## config.mk

```make
export PLATFORM = sky130hd
export DESIGN_NAME = ysyx22041405_mem_arbiter_flat
export DESIGN_NICKNAME = d
export VERILOG_FILES = /design/src/rtl/ysyx22041405_mem_arbiter_pkg.sv /design/src/rtl/ysyx22041405_mem_arbiter_if.sv /design/src/rtl/ysyx22041405_arb_prio.sv /design/src/rtl/ysyx22041405_mem_arbiter.sv /design/src/flat_wrapper.sv
export SDC_FILE = /design/constraint.sdc
export NUM_CORES = 1
export LEC_CHECK = 0
export ABC_AREA = 1
export ABC_CLOCK_PERIOD_IN_PS = 2200
export CELL_PAD_IN_SITES_DETAIL_PLACEMENT = 0
export CELL_PAD_IN_SITES_GLOBAL_PLACEMENT = 1
export CORE_AREA = 2 2 137 139
export CTS_CLUSTER_DIAMETER = 50
export DETAILED_ROUTE_END_ITERATION = 10
export DIE_AREA = 0 0 139 141
export PLACE_DENSITY_LB_ADDON = 0.1
export SYNTH_ARGS = -nofsm -noshare
export SYNTH_HDL_FRONTEND = slang
export SYNTH_HIERARCHICAL = 1
export SYNTH_SLANG_ARGS = --single-unit
```

## constraint.sdc

```tcl
create_clock -name clk -period 2.2 [get_ports clk]
set_clock_uncertainty 0.1 [all_clocks]
set_input_delay 0.66 -clock clk [delete_from_list [all_inputs] [get_ports clk]]
set_output_delay 0.66 -clock clk [all_outputs]
set_load 0.03 [all_outputs]
```

## src/rtl/ysyx22041405_mem_arbiter_pkg.sv

```systemverilog
// Shared types for the IFU/LSU data-memory arbiter: FSM and owner encodings
// plus the width of the latched memory request bundle.
package ysyx22041405_mem_arbiter_pkg;

    typedef enum logic [1:0] {
        ARB_IDLE = 2'd0,
        ARB_REQ  = 2'd1,
        ARB_WAIT = 2'd2
    } arb_state_t;

    typedef enum logic [1:0] {
        OWN_NONE = 2'd0,
        OWN_IFU  = 2'd1,
        OWN_LSU  = 2'd2
    } owner_t;

    // Request bundle layout: {addr, we, wdata, wmask}
    function automatic int mem_req_w(input int width, input int mask_w);
        return width * 2 + mask_w + 1;
    endfunction

endpackage

```

## src/rtl/ysyx22041405_mem_arbiter_if.sv

```systemverilog
// Bundle of the IFU, LSU and memory-side signals around the arbiter.
// Handshake: a request transfers on the cycle where valid && ready are both high;
// the requester holds valid and payload stable until then. Responses are 1-cycle
// pulses with no backpressure.
interface ysyx22041405_mem_arbiter_if #(
    parameter int WIDTH  = 32,
    parameter int MASK_W = 8
);
    logic              ifu_req_valid;
    logic              ifu_req_ready;
    logic [WIDTH-1:0]  ifu_addr;
    logic              ifu_rsp_valid;
    logic [WIDTH-1:0]  ifu_rdata;

    logic              lsu_req_valid;
    logic              lsu_req_ready;
    logic [WIDTH-1:0]  lsu_addr;
    logic              lsu_we;
    logic [WIDTH-1:0]  lsu_wdata;
    logic [MASK_W-1:0] lsu_wmask;
    logic              lsu_rsp_valid;
    logic [WIDTH-1:0]  lsu_rdata;

    logic              mem_req_valid;
    logic              mem_req_ready;
    logic [WIDTH-1:0]  mem_addr;
    logic              mem_we;
    logic [WIDTH-1:0]  mem_wdata;
    logic [MASK_W-1:0] mem_wmask;
    logic              mem_rsp_valid;
    logic [WIDTH-1:0]  mem_rdata;

    // The arbiter masters the memory port and serves both requesters
    modport master (
        input  ifu_req_valid, ifu_addr,
        input  lsu_req_valid, lsu_addr, lsu_we, lsu_wdata, lsu_wmask,
        input  mem_req_ready, mem_rsp_valid, mem_rdata,
        output ifu_req_ready, ifu_rsp_valid, ifu_rdata,
        output lsu_req_ready, lsu_rsp_valid, lsu_rdata,
        output mem_req_valid, mem_addr, mem_we, mem_wdata, mem_wmask
    );

    modport slave (
        output ifu_req_valid, ifu_addr,
        output lsu_req_valid, lsu_addr, lsu_we, lsu_wdata, lsu_wmask,
        output mem_req_ready, mem_rsp_valid, mem_rdata,
        input  ifu_req_ready, ifu_rsp_valid, ifu_rdata,
        input  lsu_req_ready, lsu_rsp_valid, lsu_rdata,
        input  mem_req_valid, mem_addr, mem_we, mem_wdata, mem_wmask
    );

endinterface

```

## src/rtl/ysyx22041405_arb_prio.sv

```systemverilog
// Grant selection for the arbiter: LSU-first priority with a starvation counter
// that forces an IFU win after STARVE_LIMIT LSU grants while the IFU waited.
module ysyx22041405_arb_prio #(
    parameter int STARVE_LIMIT = 4
) (
    input  logic clk,
    input  logic rst,
    input  logic ifu_valid,
    input  logic lsu_valid,
    input  logic idle,
    output logic grant_ifu,
    output logic grant_lsu
);

    localparam int CNT_W = $clog2(STARVE_LIMIT + 1);
    localparam logic [CNT_W-1:0] LIMIT = CNT_W'(STARVE_LIMIT);

    logic [CNT_W-1:0] starve_cnt;
    logic             starved;

    always_comb begin
        starved   = (starve_cnt == LIMIT);
        grant_ifu = idle && ifu_valid && (!lsu_valid || starved);
        grant_lsu = idle && lsu_valid && !grant_ifu;
    end

    // Saturates at LIMIT; an LSU grant with no fetch waiting leaves it alone
    always_ff @(posedge clk or negedge rst) begin
        if (!rst) begin
            starve_cnt <= '0;
        end else if (grant_ifu) begin
            starve_cnt <= '0;
        end else if (grant_lsu && ifu_valid && !starved) begin
            starve_cnt <= starve_cnt + 1'b1;
        end
    end

endmodule

```

## src/rtl/ysyx22041405_mem_arbiter.sv

```systemverilog
// Shares one data-memory port between instruction fetch and load/store with a
// single outstanding transaction; holds the FSM, request latch and response routing.
module ysyx22041405_mem_arbiter
    import ysyx22041405_mem_arbiter_pkg::*;
#(
    parameter int WIDTH        = 32,
    parameter int MASK_W       = 8,
    parameter int STARVE_LIMIT = 4
) (
    input  logic                              clk,
    input  logic                              rst,
    ysyx22041405_mem_arbiter_if.master        bus,
    output arb_state_t                        dbg_state
);

    localparam int REQ_W = mem_req_w(WIDTH, MASK_W);

    arb_state_t       state, state_nxt;
    owner_t           owner, owner_nxt;
    logic [REQ_W-1:0] req_q, req_nxt;
    logic             idle;
    logic             grant_ifu, grant_lsu;
    logic             complete;

    // Gating with rst keeps both ready outputs low while reset is asserted
    assign idle = (state == ARB_IDLE) && rst;

    ysyx22041405_arb_prio #(
        .STARVE_LIMIT(STARVE_LIMIT)
    ) u_prio (
        .clk       (clk),
        .rst       (rst),
        .ifu_valid (bus.ifu_req_valid),
        .lsu_valid (bus.lsu_req_valid),
        .idle      (idle),
        .grant_ifu (grant_ifu),
        .grant_lsu (grant_lsu)
    );

    always_comb begin
        state_nxt = state;
        owner_nxt = owner;
        req_nxt   = req_q;
        complete  = 1'b0;
        case (state)
            ARB_IDLE: begin
                if (grant_lsu) begin
                    req_nxt   = {bus.lsu_addr, bus.lsu_we, bus.lsu_wdata, bus.lsu_wmask};
                    owner_nxt = OWN_LSU;
                    state_nxt = ARB_REQ;
                end else if (grant_ifu) begin
                    req_nxt   = {bus.ifu_addr, 1'b0, {WIDTH{1'b0}}, {MASK_W{1'b0}}};
                    owner_nxt = OWN_IFU;
                    state_nxt = ARB_REQ;
                end
            end
            ARB_REQ: begin
                // A response in the accepting cycle completes without visiting WAIT
                if (bus.mem_req_ready) begin
                    if (bus.mem_rsp_valid) begin
                        complete  = 1'b1;
                        owner_nxt = OWN_NONE;
                        state_nxt = ARB_IDLE;
                    end else begin
                        state_nxt = ARB_WAIT;
                    end
                end
            end
            ARB_WAIT: begin
                if (bus.mem_rsp_valid) begin
                    complete  = 1'b1;
                    owner_nxt = OWN_NONE;
                    state_nxt = ARB_IDLE;
                end
            end
            default: begin
                owner_nxt = OWN_NONE;
                state_nxt = ARB_IDLE;
            end
        endcase
    end

    always_ff @(posedge clk or negedge rst) begin
        if (!rst) begin
            state <= ARB_IDLE;
            owner <= OWN_NONE;
            req_q <= '0;
        end else begin
            state <= state_nxt;
            owner <= owner_nxt;
            req_q <= req_nxt;
        end
    end

    assign bus.ifu_req_ready = grant_ifu;
    assign bus.lsu_req_ready = grant_lsu;

    assign bus.mem_req_valid = (state == ARB_REQ);
    assign {bus.mem_addr, bus.mem_we, bus.mem_wdata, bus.mem_wmask} = req_q;

    // Read data is zeroed outside the owner's pulse so idle outputs stay quiet
    assign bus.ifu_rsp_valid = complete && (owner == OWN_IFU);
    assign bus.lsu_rsp_valid = complete && (owner == OWN_LSU);
    assign bus.ifu_rdata     = bus.ifu_rsp_valid ? bus.mem_rdata : '0;
    assign bus.lsu_rdata     = bus.lsu_rsp_valid ? bus.mem_rdata : '0;

    assign dbg_state = state;

endmodule

```

## src/flat_wrapper.sv

```systemverilog
// flat-port wrapper written by rule: the top's interface ports become plain ports
module ysyx22041405_mem_arbiter_flat import ysyx22041405_mem_arbiter_pkg::*;
#(
    parameter int WIDTH        = 32,
    parameter int MASK_W       = 8,
    parameter int STARVE_LIMIT = 4
)
  (clk, rst, dbg_state, bus_ifu_req_valid, bus_ifu_addr, bus_lsu_req_valid, bus_lsu_addr, bus_lsu_we, bus_lsu_wdata, bus_lsu_wmask, bus_mem_req_ready, bus_mem_rsp_valid, bus_mem_rdata, bus_ifu_req_ready, bus_ifu_rsp_valid, bus_ifu_rdata, bus_lsu_req_ready, bus_lsu_rsp_valid, bus_lsu_rdata, bus_mem_req_valid, bus_mem_addr, bus_mem_we, bus_mem_wdata, bus_mem_wmask);
  ysyx22041405_mem_arbiter_if #(.WIDTH(WIDTH), .MASK_W(MASK_W)) bus_i ();
  input  logic clk;
  input  logic rst;
  output arb_state_t dbg_state;
  input wire logic [$bits(bus_i.ifu_req_valid)-1:0] bus_ifu_req_valid;
  input wire logic [$bits(bus_i.ifu_addr)-1:0] bus_ifu_addr;
  input wire logic [$bits(bus_i.lsu_req_valid)-1:0] bus_lsu_req_valid;
  input wire logic [$bits(bus_i.lsu_addr)-1:0] bus_lsu_addr;
  input wire logic [$bits(bus_i.lsu_we)-1:0] bus_lsu_we;
  input wire logic [$bits(bus_i.lsu_wdata)-1:0] bus_lsu_wdata;
  input wire logic [$bits(bus_i.lsu_wmask)-1:0] bus_lsu_wmask;
  input wire logic [$bits(bus_i.mem_req_ready)-1:0] bus_mem_req_ready;
  input wire logic [$bits(bus_i.mem_rsp_valid)-1:0] bus_mem_rsp_valid;
  input wire logic [$bits(bus_i.mem_rdata)-1:0] bus_mem_rdata;
  output wire logic [$bits(bus_i.ifu_req_ready)-1:0] bus_ifu_req_ready;
  output wire logic [$bits(bus_i.ifu_rsp_valid)-1:0] bus_ifu_rsp_valid;
  output wire logic [$bits(bus_i.ifu_rdata)-1:0] bus_ifu_rdata;
  output wire logic [$bits(bus_i.lsu_req_ready)-1:0] bus_lsu_req_ready;
  output wire logic [$bits(bus_i.lsu_rsp_valid)-1:0] bus_lsu_rsp_valid;
  output wire logic [$bits(bus_i.lsu_rdata)-1:0] bus_lsu_rdata;
  output wire logic [$bits(bus_i.mem_req_valid)-1:0] bus_mem_req_valid;
  output wire logic [$bits(bus_i.mem_addr)-1:0] bus_mem_addr;
  output wire logic [$bits(bus_i.mem_we)-1:0] bus_mem_we;
  output wire logic [$bits(bus_i.mem_wdata)-1:0] bus_mem_wdata;
  output wire logic [$bits(bus_i.mem_wmask)-1:0] bus_mem_wmask;
  assign bus_i.ifu_req_valid = bus_ifu_req_valid;
  assign bus_i.ifu_addr = bus_ifu_addr;
  assign bus_i.lsu_req_valid = bus_lsu_req_valid;
  assign bus_i.lsu_addr = bus_lsu_addr;
  assign bus_i.lsu_we = bus_lsu_we;
  assign bus_i.lsu_wdata = bus_lsu_wdata;
  assign bus_i.lsu_wmask = bus_lsu_wmask;
  assign bus_i.mem_req_ready = bus_mem_req_ready;
  assign bus_i.mem_rsp_valid = bus_mem_rsp_valid;
  assign bus_i.mem_rdata = bus_mem_rdata;
  assign bus_ifu_req_ready = bus_i.ifu_req_ready;
  assign bus_ifu_rsp_valid = bus_i.ifu_rsp_valid;
  assign bus_ifu_rdata = bus_i.ifu_rdata;
  assign bus_lsu_req_ready = bus_i.lsu_req_ready;
  assign bus_lsu_rsp_valid = bus_i.lsu_rsp_valid;
  assign bus_lsu_rdata = bus_i.lsu_rdata;
  assign bus_mem_req_valid = bus_i.mem_req_valid;
  assign bus_mem_addr = bus_i.mem_addr;
  assign bus_mem_we = bus_i.mem_we;
  assign bus_mem_wdata = bus_i.mem_wdata;
  assign bus_mem_wmask = bus_i.mem_wmask;
  ysyx22041405_mem_arbiter #(.WIDTH(WIDTH), .MASK_W(MASK_W), .STARVE_LIMIT(STARVE_LIMIT)) u_core (.clk(clk), .rst(rst), .bus(bus_i), .dbg_state(dbg_state));
endmodule
```

# --- Word-level counts from Yosys, hierarchy flattened ---
# Index checks and enable logic that the tools add are counted.
word_totals:
  word_cells: 51
  regBits: 80
  input_bits: 143
classes:
  mux: 19
  n_eq_ne: 8
  addsub: 1
  n_reduce_logical: 19
op_table:
  columns: ["cell", "count"]
  rows:
  - ["$mux W73", 2]
  - ["$mux W32", 2]
  - ["$mux W2", 8]
  - ["$pmux W2 S3", 2]
  - ["$logic_and A1 B1 Y1", 9]
  - ["$mux W3", 2]
  - ["$eq A2 B1 Y1 const B", 2]
  - ["$eq A2 B2 Y1 const B", 2]
  - ["$ne A2 B2 Y1 const B", 2]
  - ["$reduce_and A2 Y1", 2]
  - ["$reduce_bool A2 Y1", 2]
  - ["$add A3 B1 Y3 const B", 1]
  - ["$eq A3 B3 Y1 const B", 1]
  - ["$logic_not A1 Y1", 3]
  - ["$ne A3 B3 Y1 const B", 1]
  - ["$reduce_and A3 Y1", 1]
  - ["$logic_not A2 Y1", 1]
  - ["$mux W1", 2]
  - ["$pmux W1 S2", 1]
  - ["$logic_or A1 B1 Y1", 1]

# --- Depth between registers and ports, before layout ---
depth:
  ltp_word: 10
  depth_mapped: 13
  mapped_depth_nobuf: 12

# --- Cells and area by module ---
# Netlist, hierarchy kept.
by_module_without_submodules:
  columns: ["module", "seq_area_each_um2", "area_each_um2", "instances", "cells_per_inst"]
  rows:
  - ["ysyx22041405_mem_arbiter", 1926.8, 3892.5, 1, 564]
  - ["ysyx22041405_arb_prio", 75.1, 192.7, 1, 26]

# --- Least setup slack after synthesis ---
# OpenSTA, ideal clock, no wires.
synth_timing:
  path_kind: "register -> register"
  from: "register u_core.state[0] (netlist: u_core/dbg_state[0])"
  to: "register u_core.req_q[10]"
  t_arrival_ps: 2484
  stages_incl_launch_ff: 14
  setup_ps: 118
  setup_slack_ps: -501
  required_time_ps: 1982
  path_cell_list: "dfrtp_1 inv_1 ha_1 nand2_1 inv_1 nand2_2 a21oi_2 nor2_1 buf_4 nand2_1 clkinv_1 buf_4 nand2_1 nand2_1"
synth_via:
  elab_chain_len: 8
  elab_cells_between_ends: 10
synth_rtl:
  columns: ["element", "line", "source"]
  rows:
  - ["start: declaration", "ysyx22041405_mem_arbiter.sv:18", "arb_state_t state, state_nxt;"]
  - ["start signal: assignment", "ysyx22041405_mem_arbiter.sv:89", "state <= state_nxt;"]
  - ["$logic_not A2 Y1 *", "ysyx22041405_mem_arbiter.sv:26", "assign idle = (state == ARB_IDLE) && rst;"]
  - ["$logic_and A1 B1 Y1 *", "ysyx22041405_mem_arbiter.sv:26", null]
  - ["net u_core.idle", "ysyx22041405_mem_arbiter.sv:21", "logic idle;"]
  - ["$logic_and A1 B1 Y1 * (2 in a row)", "ysyx22041405_arb_prio.sv:23", "grant_ifu = idle && ifu_valid && (!lsu_valid || starved);"]
  - ["net bus_ifu_req_ready", "flat_wrapper.sv:23", "output wire logic [$bits(bus_i.ifu_req_ready)-1:0] bus_ifu_req_ready;"]
  - ["$logic_not A1 Y1 *", "ysyx22041405_arb_prio.sv:24", "grant_lsu = idle && lsu_valid && !grant_ifu;"]
  - ["$logic_and A1 B1 Y1 *", "ysyx22041405_arb_prio.sv:24", null]
  - ["net bus_lsu_req_ready", "flat_wrapper.sv:26", "output wire logic [$bits(bus_i.lsu_req_ready)-1:0] bus_lsu_req_ready;"]
  - ["$reduce_bool A2 Y1 (no line)", null, null]
  - ["$reduce_and A2 Y1 (no line)", null, null]
  - ["end signal: assignment", "ysyx22041405_mem_arbiter.sv:91", "req_q <= req_nxt;"]
  - ["end: declaration", "ysyx22041405_mem_arbiter.sv:20", "logic [REQ_W-1:0] req_q, req_nxt;"]
# Mark *: on every way through the listed nets, which the timed path passes. The rest lies on a longest branch.
# A chain may end at the register's enable or synchronous reset.

# --- Final worst setup path ---
layout_timing:
  from: "register u_core.state[1] (netlist: u_core/dbg_state[1])"
  to: "output bus_lsu_rdata[11]"
layout_via:
  elab_chain_len: 4
  elab_cells_between_ends: 5
layout_rtl:
  columns: ["element", "line", "source"]
  rows:
  - ["$eq A2 B2 Y1 or $eq A2 B1 Y1 (tied branches)", "ysyx22041405_mem_arbiter.sv:45", "case (state)"]
  - ["$pmux W1 S2 *", "ysyx22041405_mem_arbiter.sv:45", null]
  - ["$logic_and A1 B1 Y1 *", "ysyx22041405_mem_arbiter.sv:103", "assign bus.lsu_rsp_valid = complete && (owner == OWN_LSU);"]
  - ["$mux W32 *", "ysyx22041405_mem_arbiter.sv:105", "assign bus.lsu_rdata = bus.lsu_rsp_valid ? bus.mem_rdata : '0;"]
  - ["end: declaration", "flat_wrapper.sv:28", "output wire logic [$bits(bus_i.lsu_rdata)-1:0] bus_lsu_rdata;"]
# Mark *: on every way between the ends. The rest lies on a longest branch, timed or not.

==> impl_metrics.py <==
metrics = {
    "outcome": {
        "outcome": "finished with violations",
        "violations": "setup timing",
    },
    "synthesis": {
        "syn_area_sq_um": 4085,
        "synth_area_leaders": "dfrtp_1, nand2_1, inv_1",
        "yosys_warnings": 6,
        "netlist_instances": 590,
        "ys_seq_area_share_pct": 49.00,
        "ys_seq_elements": 80,
        "synth.lib_cells_used.distinct": 18,
        "synth.net_count": 738,
        "syn_avg_cell_area_sq_um": 6.924,
        "synth_top_area_share_pct": 49.00,
        "yosysTopAreaCell": "dfrtp_1",
    },
    "cells_and_area": {
        "drive_above_1_share_pct": 24.07,
        "n_antenna_cell": 0,
        "design_area_sq_um": 8782,
        "fin_util_pct": 48.08,
        "area_growth_syn_to_layout_pct": 115.0,
        "nets": 1057,
    },
    "global_routing": {
        "grt_pass1_wl_mm": 24.48,
        "grt_pass1_vias": 4547,
        "antenna_found_initial": 0,
        "grt-ovfl-total": 0,
        "grt_max_degree": 58,
        "grt_util_all_layers_pct": 15.80,
    },
    "critical_path": {
        "cp_slowest_cell": "dfrtp_2",
        "cp_slowest_stage_delay_ps": 380,
        "cp_num_buf_inv": 6,
        "path_class": "reg -> out",
        "crit_path_end_kind": "output port",
        "cp_max_fo": 5,
        "required_ps": 1440,
        "cp.arrival_ps": 1880,
        "worstPathCellList": "inv_2, ha_4, nand2_2, inv_2, nand4_1, buf_6, buf_12, buf_16, nor2_4, buf_6",
        "path_delay_family": "buffers and inverters",
        "start_kind": "register",
    },
    "floorplan": {
        "chipHeight_microns": 141,
        "die-area_sq_um": 19600,
        "start_util_pct": 22.36,
        "io_pins": 287,
        "die_w_microns": 139,
        "rows": 50,
        "core_sq_um": 18270,
    },
    "job": {
        "max_cap_viol_count": 0,
    },
    "cts": {
        "cts.sinks": 80,
        "cts-root-buf": "clkbuf_16",
        "cts.htree.levels": 3,
        "numCtsBuffers": 9,
        "cts.reportedPaths.clkPinSlew_ps": 60,
        "clk_latency_ps": 340,
        "cts_max_path_buffers": 2,
        "cts_tree": "done",
        "ctsHoldBuffers": 0,
    },
    "drt": {
        "wl_mm": 15.84,
        "drtPass1Iterations": 4,
        "vias": 4619,
        "drc": 0,
        "drtAntennaViolNets": 0,
        "drt_iter0_drc": 183,
        "via_per_inst": 4.024,
        "wl_per_cell_microns": 13.79,
    },
    "sta": {
        "fmax_mhz": 379.5,
        "setup_viol": 68,
        "finalHoldViolCount": 0,
        "post-route-period-util_pct": 119.8,
        "worst_pin_slew_ps": 766.1,
        "finalCriticalPeriod_ps": 2635,
        "maxSlewViolCount": 0,
        "worst_slack_ps": -435.1,
        "slew_headroom_pct": 48.93,
        "rsz0062_at_grt": "true",
    },
    "power": {
        "peakVddDrop_mv": 0.4437,
        "power_leakage_uw": 0.004368,
        "power_density_nw_per_um2": 970.2,
    },
    "placement": {
        "portBuffers": 286,
        "globalplace.congestion": 0.8923,
        "hpwl_mm": 11.80,
        "placed_cell_area_sq_um": 7759,
        "post-place-ws_ps": -598.0,
    },
    "min_path": {
        "hp-class": "in -> async",
    },
}
## final timing paths
check / start / end / slack (ps) / cells after the start
setup reg to reg: u_core/dbg_state[1]$_DFFE_PN0P_ / u_core/req_q[69]$_DFFE_PN0P_ / 130 / 14
max in group asynchronous: rst / u_core/req_q[59]$_DFFE_PN0P_ / 700 / 3
hold / removal: rst / u_core/req_q[40]$_DFFE_PN0P_ / 220 / 2
hold reg to reg: u_core/req_q[67]$_DFFE_PN0P_ / u_core/req_q[67]$_DFFE_PN0P_ / 370 / 2
min in group clk: u_core/req_q[67]$_DFFE_PN0P_ / u_core/req_q[67]$_DFFE_PN0P_ / 370 / 2
setup / recovery: u_core/dbg_state[1]$_DFFE_PN0P_ / bus_lsu_rdata[11] / -440 / 10
## cells in the final DEF, fill, tap and decap left out
cell,n
dfrtp_2,2
clkinv_1,1
inv_2,5
nand2_2,2
ha_4,2
nand2_1,279
nand3_1,5
clkbuf_16,11
buf_4,28
clkinvlp_4,3
dlymetal6s2s_1,12
nor2_1,3
ha_1,2
nor2_4,67
dlygate4sd2_1,6
buf_6,67
o21ai_1,9
inv_6,3
nor2_2,1
dfrtp_1,78
clkbuf_8,1
inv_1,74
clkinv_4,1
nand2_4,1
bufinv_16,1
inv_4,1
a21oi_4,1
ha_2,1
buf_12,15
clkdlybuf4s50_1,198
buf_16,7
nand4_1,4
o21ai_0,23
## layout make-up
type	instances	area (sq um)
Timing Repair Buffer	335	3692
Multi-Input combinational cell	400	2160
Inverter	83	321.6
Sequential cell	80	2004
Clock buffer	10	239.0
Fill cell	1691	9485
Clock inverter	6	72.57
Tap cell	234	292.8
## per-stage QoR
step / power, uW / hold slack, ps / cells / setup TNS (ps)
finish: 8521 / 221.9 / 1148 / -25920
CTS: 8635 / 226.9 / 1145 / -28960
global route: 9071 / 251.0 / 1148 / -32700
floorplan: 4841 / 264.4 / 590 / -23800
detailed placement: 6899 / 358.8 / 1113 / -60170
global placement: 6843 / 354.9 / 1113 / -58010
## cells by family after synthesis
group	share of synthesized area, %
buffers and inverters	11.30
AND/OR/NAND/NOR	34.03
AO/OA/AOI/OAI	4.135
flip-flops	49.00
adder cells (fa/ha/maj)	1.531
## cell usage after synthesis
cell,n
nand4_1,4
inv_1,80
o21ai_1,9
nand2_1,281
nand2_2,1
nor2_4,1
clkbuf_1,2
dfrtp_1,80
ha_1,5
clkinv_1,1
inv_2,2
o21ai_0,23
a21oi_2,1
nor2_2,2
nor2_1,68
buf_2,18
buf_4,7
nand3_1,5
## per-layer routing
layer	vias to the layer above	global-route usage, %	wire length, microns
met5	-	0	0
met4	0	6.326	323
li1	2367	-	-
met1	2051	18.49	6333
met3	20	4.076	1069
met2	181	27.72	8109
## report_power, final
group	switching [uW]	internal (uW)	leakage [uW]	total, uW
clock network	650	924	0.000150	1570
logic	2620	1890	0.00320	4510
registers	342	2100	0.00102	2440
total	3610	4910	0.00437	8520
## timing repair
item                                    4_1_cts  5_1_grt
buffers inserted                              9        1
pin swaps                                     4        3
cloned                                        7        2
resized for setup                            96       16
endpoints found under the setup margin       71       87
## flip-flops by register name, indices dropped and copies added (netlist names)
signal,cells
u_core/owner,2
u_core/dbg_state,2
u_core/req_q,73
u_core/u_prio/starve_cnt,3
Power figures use the tool's default switching activity.
